--- src/rtl/aes_pkg.sv ---
// aes_pkg: shared GF(2^8) helpers, MixColumns coefficient sets and the
// FSM state type used by mix_columns_iter and mix_single_column.
// No ports (package).
package aes_pkg;

    typedef enum logic [1:0] {
        ST_IDLE = 2'd0,
        ST_RUN  = 2'd1,
        ST_DONE = 2'd2
    } state_t;

    // First row of each circulant matrix, leftmost coefficient in the MSB
    // byte. Row r is this row rotated right by r bytes.
    localparam logic [31:0] FWD_COEFS = 32'h02_03_01_01;
    localparam logic [31:0] INV_COEFS = 32'h0e_0b_0d_09;

    // Multiply by x (0x02) modulo x^8 + x^4 + x^3 + x + 1.
    function automatic logic [7:0] xtime(input logic [7:0] a);
        return {a[6:0], 1'b0} ^ (a[7] ? 8'h1b : 8'h00);
    endfunction

    // Constant multiplier for the coefficients that occur in the two
    // matrices. Callers always pass a constant c, so only one arm survives.
    function automatic logic [7:0] gf_mul(input logic [7:0] a, input logic [7:0] c);
        logic [7:0] x2;
        logic [7:0] x4;
        logic [7:0] x8;
        logic [7:0] res;
        x2 = xtime(a);
        x4 = xtime(x2);
        x8 = xtime(x4);
        case (c)
            8'h01:   res = a;
            8'h02:   res = x2;
            8'h03:   res = x2 ^ a;
            8'h09:   res = x8 ^ a;
            8'h0b:   res = x8 ^ x2 ^ a;
            8'h0d:   res = x8 ^ x4 ^ a;
            8'h0e:   res = x8 ^ x4 ^ x2;
            default: res = 8'h00;
        endcase
        return res;
    endfunction

    // One output byte: dot product of four column bytes with a coefficient row.
    function automatic logic [7:0] mix_row(input logic [7:0] a0, input logic [7:0] a1,
                                           input logic [7:0] a2, input logic [7:0] a3,
                                           input logic [31:0] c);
        return gf_mul(a0, c[31:24]) ^ gf_mul(a1, c[23:16]) ^
               gf_mul(a2, c[15:8])  ^ gf_mul(a3, c[7:0]);
    endfunction

endpackage

--- src/rtl/mix_single_column.sv ---
// mix_single_column: combinational (Inv)MixColumns of one 32-bit column.
// Ports:
//   i_col     [31:0] column in, byte s(0,c) in [31:24]
//   i_inverse        1 = InvMixColumns (only honoured when SUPPORT_INV=1)
//   o_col     [31:0] transformed column, same byte order
module mix_single_column
    import aes_pkg::*;
#(
    parameter int SUPPORT_INV = 1
) (
    input  logic [31:0] i_col,
    input  logic        i_inverse,
    output logic [31:0] o_col
);

    logic [7:0]  w_a0;
    logic [7:0]  w_a1;
    logic [7:0]  w_a2;
    logic [7:0]  w_a3;
    logic [31:0] w_fwd;

    assign {w_a0, w_a1, w_a2, w_a3} = i_col;

    // Rotating the bytes left by r is the same as rotating the
    // coefficient row right by r, so one row function covers all rows.
    assign w_fwd = {mix_row(w_a0, w_a1, w_a2, w_a3, FWD_COEFS),
                    mix_row(w_a1, w_a2, w_a3, w_a0, FWD_COEFS),
                    mix_row(w_a2, w_a3, w_a0, w_a1, FWD_COEFS),
                    mix_row(w_a3, w_a0, w_a1, w_a2, FWD_COEFS)};

    if (SUPPORT_INV != 0) begin : g_inv
        logic [31:0] w_inv;
        assign w_inv = {mix_row(w_a0, w_a1, w_a2, w_a3, INV_COEFS),
                        mix_row(w_a1, w_a2, w_a3, w_a0, INV_COEFS),
                        mix_row(w_a2, w_a3, w_a0, w_a1, INV_COEFS),
                        mix_row(w_a3, w_a0, w_a1, w_a2, INV_COEFS)};
        assign o_col = i_inverse ? w_inv : w_fwd;
    end else begin : g_fwd_only
        assign o_col = w_fwd;
    end

endmodule

--- src/rtl/mix_columns_iter.sv ---
// mix_columns_iter: iterative AES (Inv)MixColumns over a 128-bit state,
// COLS_PER_CYCLE columns per compute cycle (1, 2 or 4).
// Ports:
//   clk, reset (async, active low)
//   in_valid / in_ready / in_data[127:0] / in_inverse : input handshake
//   out_valid / out_ready / out_data[127:0]           : output handshake
//   busy       high while in RUN or DONE
//   dbg_state  current FSM state (aes_pkg::state_t encoding)
//
// Handshake: a transfer happens on a rising edge where valid and ready are
// both high. in_valid/in_data/in_inverse must be held until accepted;
// out_valid/out_data stay stable until out_ready is seen. in_ready is
// combinational (IDLE, or DONE with out_ready) and forced low in reset.
module mix_columns_iter
    import aes_pkg::*;
#(
    parameter int COLS_PER_CYCLE = 4,
    parameter int SUPPORT_INV    = 1
) (
    input  logic         clk,
    input  logic         reset,
    input  logic         in_valid,
    output logic         in_ready,
    input  logic [127:0] in_data,
    input  logic         in_inverse,
    output logic         out_valid,
    input  logic         out_ready,
    output logic [127:0] out_data,
    output logic         busy,
    output logic [1:0]   dbg_state
);

    if (!(COLS_PER_CYCLE == 1 || COLS_PER_CYCLE == 2 || COLS_PER_CYCLE == 4)) begin : g_bad_cols
        $error("mix_columns_iter: COLS_PER_CYCLE must be 1, 2 or 4");
    end

    localparam int N_GROUPS = 4 / COLS_PER_CYCLE;

    state_t             r_state;
    state_t             w_next;
    logic [0:3][31:0]   r_work;      // r_work[c] is column c
    logic [0:3][31:0]   w_work_next;
    logic               r_inv;
    logic               w_load;
    logic               w_last;
    logic [1:0]         w_grp;       // column group being transformed
    logic [31:0]        w_col_out [COLS_PER_CYCLE];

    // Group counter only exists when a block takes more than one cycle.
    // It wraps to 0 on the last group, which is the RUN->DONE transition.
    if (N_GROUPS > 1) begin : g_cnt
        localparam int CNT_W = $clog2(N_GROUPS);
        logic [CNT_W-1:0] r_cnt;

        always_ff @(posedge clk or negedge reset) begin
            if (!reset) begin
                r_cnt <= '0;
            end else if (w_load) begin
                r_cnt <= '0;
            end else if (r_state == ST_RUN) begin
                r_cnt <= r_cnt + CNT_W'(1);
            end
        end

        assign w_grp  = 2'(r_cnt);
        assign w_last = (r_cnt == CNT_W'(N_GROUPS - 1));
    end else begin : g_no_cnt
        assign w_grp  = 2'b00;
        assign w_last = 1'b1;
    end

    for (genvar gi = 0; gi < COLS_PER_CYCLE; gi++) begin : g_col
        logic [1:0] w_idx;
        assign w_idx = 2'(int'(w_grp) * COLS_PER_CYCLE + gi);

        mix_single_column #(
            .SUPPORT_INV(SUPPORT_INV)
        ) u_mix (
            .i_col    (r_work[w_idx]),
            .i_inverse(r_inv),
            .o_col    (w_col_out[gi])
        );
    end

    // Column c belongs to group c/C and is served by engine c%C.
    for (genvar c = 0; c < 4; c++) begin : g_wb
        assign w_work_next[c] = (w_grp == 2'(c / COLS_PER_CYCLE))
                                ? w_col_out[c % COLS_PER_CYCLE] : r_work[c];
    end

    always_ff @(posedge clk or negedge reset) begin
        if (!reset) begin
            r_state <= ST_IDLE;
            r_work  <= '0;
            r_inv   <= 1'b0;
        end else begin
            r_state <= w_next;
            if (w_load) begin
                r_work <= in_data;
                r_inv  <= (SUPPORT_INV != 0) && in_inverse;
            end else if (r_state == ST_RUN) begin
                r_work <= w_work_next;
            end
        end
    end

    always_comb begin
        w_next    = r_state;
        in_ready  = 1'b0;
        out_valid = 1'b0;
        busy      = 1'b0;
        w_load    = 1'b0;
        case (r_state)
            ST_IDLE: begin
                in_ready = 1'b1;
                if (in_valid) begin
                    w_load = 1'b1;
                    w_next = ST_RUN;
                end
            end
            ST_RUN: begin
                busy = 1'b1;
                if (w_last) begin
                    w_next = ST_DONE;
                end
            end
            ST_DONE: begin
                busy      = 1'b1;
                out_valid = 1'b1;
                if (out_ready) begin
                    in_ready = 1'b1;
                    if (in_valid) begin
                        w_load = 1'b1;
                        w_next = ST_RUN;
                    end else begin
                        w_next = ST_IDLE;
                    end
                end
            end
            default: w_next = ST_IDLE;
        endcase
        // State is already IDLE during reset; keep upstream from seeing ready.
        in_ready = in_ready & reset;
    end

    assign out_data  = r_work;
    assign dbg_state = r_state;

endmodule

--- config.mk ---
export PLATFORM = sky130hd
export DESIGN_NAME = mix_columns_iter
export DESIGN_NICKNAME = d
export VERILOG_FILES = /design/src/rtl/aes_pkg.sv /design/src/rtl/mix_single_column.sv /design/src/rtl/mix_columns_iter.sv
export SDC_FILE = /design/constraint.sdc
export NUM_CORES = 1
export LEC_CHECK = 0
export CORE_UTILIZATION = 50
export CTS_CLUSTER_DIAMETER = 80
export DETAILED_ROUTE_END_ITERATION = 10
export PLACE_DENSITY = 0.85
export SLEW_MARGIN = 20
export SYNTH_ARGS = -nofsm -noshare
export SYNTH_HDL_FRONTEND = slang
export SYNTH_SLANG_ARGS = --single-unit
export TNS_END_PERCENT = 1
--- constraint.sdc ---
create_clock -name clk -period 4.4 [get_ports clk]
set_clock_uncertainty 0.1 [all_clocks]
set_input_delay 0.66 -clock clk [delete_from_list [all_inputs] [get_ports clk]]
set_output_delay 0.66 -clock clk [all_outputs]
set_load 0.02 [all_outputs]
==> qor.yml <==
outcome: "finished, final reports clean"
synth_most_common_cell: "xnor2_1"
grt_pass1_vias: 12790
place_hpwl_um: 34870
fp.dieW_um: 182.8
drc: 0
die_h_um: 182.8
synth_common_cells: "532 x xnor2_1, 176 x xor2_1, 140 x nand2_1, 131 x dfrtp_1, 119 x clkbuf_1"
clk_pin_slew_ps: 60
clock_latency_ps: 450
syn_nets: 1859
ioPinCount: 266
syn_inst: 1722
coreArea_sq_um: 31880
drtAntennaViolNets: 0
drv_cap: 0
yosys.area.top_type: "xnor2_1"
slew_headroom_pct: 32.68
wl_um: 48060
synth_area_leaders: "xnor2_1 29%, dfrtp_1 20%, xnor3_1 12%"
wl_per_cell_um: 20.91
vias_per_cell: 5.487
critPathLaunchType: "register"
drt_iter0_drc: 861
fin_crit_ps: 3029
vias: 12610
final_nets: 1986
cts_sinks: 131
yosysWarnings: 0
portBuffers: 265
ys_ff_latch: 131
ys_types: 50
layout-drive-gt1-share_pct: 3.652
numCtsBuffers: 17
clk_root_buffer_cell: "clkbuf_16"
fin_crit_sh_pct: 68.85
syn_area_sq_um: 16340
netlist.area_leader.share_pct: 28.52
grt_overflow: 0
antenna_found_initial: 0
dieArea_sq_um: 33400
grt_pass1_wl_um: 75130
finalSetupTns_ps: 0
dr.pass1.iters: 5
gp_congestion: 0.9456
finalHoldViolCount: 0
htree_levels: 4
synth-edff-count: 0
hold_buffers: 0
synth_async_sr_flop_share_pct: 100.0
fmax_mhz: 330.1
synth_area_per_cell_sq_um: 9.487
cp.arrival_ps: 3270
grt_max_degree: 158
cts-resized-gates: 0
critPathRequiredTime_ps: 4640
fill_cells: 2725
synthToLayoutAreaGrowth_pct: 20.07
grt_usage_pct: 29.38
maxSlewViolCount: 0
ys_seq_area_share_pct: 20.07
row_count: 65
holdCritPathClass: "input port to async pin"
cts_tree: "built"
setup_viol: 0
rsz0062_at_grt: "false"
worstSetupPathType: "register to register"
cp_max_fo: 12
clockBufferDepth: 2
regArea_sq_um: 3282
worst_pin_slew_ps: 1007
multiInputGateArea_sq_um: 12330
end_kind: "register"
start_util_pct: 51.24
synth_flop_cell: "dfrtp_1"
postCtsSetupRepairBufs: 0
[cell type report]
| type | count | area share (%) |
|---|---|---|
| Multi-Input combinational cell | 1409 | 62.85 |
| Clock buffer | 19 | 2.309 |
| Inverter | 8 | 0.1531 |
| Antenna cell | 1 | 0.01276 |
| Timing Repair Buffer | 282 | 14.24 |
| Sequential cell | 131 | 16.73 |
| Clock inverter | 13 | 0.9312 |
| Tap cell | 435 | 2.775 |
[flip-flops by register name (all words and copies together) (netlist names)]
register	flops
dbg_state	2
out_data	128
r_inv	1
[worst max-delay path, cell delays in order (launching register included)]
cell,delay (ps)
dfrtp_1,800
xor2_1,490
xor3_1,490
xnor3_1,390
mux2i_1,240
xnor2_1,150
a21oi_1,80
a21o_1,170
[per-stage QoR]
step	hold WS [ps]	setup WS, ps	instances	util (%)	area (sq um)
floorplan	264.4	1670	1722	-	16340
global placement	451.1	1399	2265	59.53	18980
detailed placement	498.2	1312	2265	59.53	18980
CTS	122.4	1377	2297	61.52	19610
global route	144.4	1203	2297	61.52	19610
finish	100.7	1371	2298	61.53	19620
[metal layers]
layer / part of all wire (%) / track usage, % / vias to the layer above
met5: 0 / 0 / -
met4: 3.0 / 11.29 / 0
met3: 6.2 / 5.143 / 102
met2: 47 / 47.97 / 467
met1: 43 / 38.81 / 6192
li1: - / - / 5849
[cell usage in the layout, fill, tap and decap left out, types with 18 or more instances in the layout]
cell and n:
a21o_1 18, a21oi_1 62, and3_1 19, clkdlybuf4s50_1 264
dfrtp_1 130, mux2i_1 76, nand2_1 140, nor2_1 57
o21ai_0 36, o21ai_1 92, xnor2_1 532, xnor3_1 89
xor2_1 176, xor3_1 27
[worst paths after layout]
kind,start,to,slack [ps],cells after the start
setup reg to reg,out_data[55],out_data[37],1370,7
min in group clk,dbg_state[1],dbg_state[1],510,2
max in group asynchronous,reset,r_inv,2590,2
setup / recovery,out_data[55],out_data[37],1370,7
hold / removal,reset,out_data[72],100,1
hold reg to reg,dbg_state[1],dbg_state[1],510,2
[kinds of logic (layout without fill, tap and decap cells)]
family	after synthesis	in the layout	share of synthesized area, %
XOR/XNOR	834	834	55.24
AO/OA/AOI/OAI	246	246	8.524
AND/OR/NAND/NOR	246	246	6.364
buffers and inverters	182	322	4.611
flip-flops	131	131	20.07
multiplexers	79	79	4.886
adder cells (fa/ha/maj)	4	4	0.3064
other	0	1	0
Power is not shown: default switching activity piles up to over one toggle a cycle in this logic, so the estimate is an artifact.
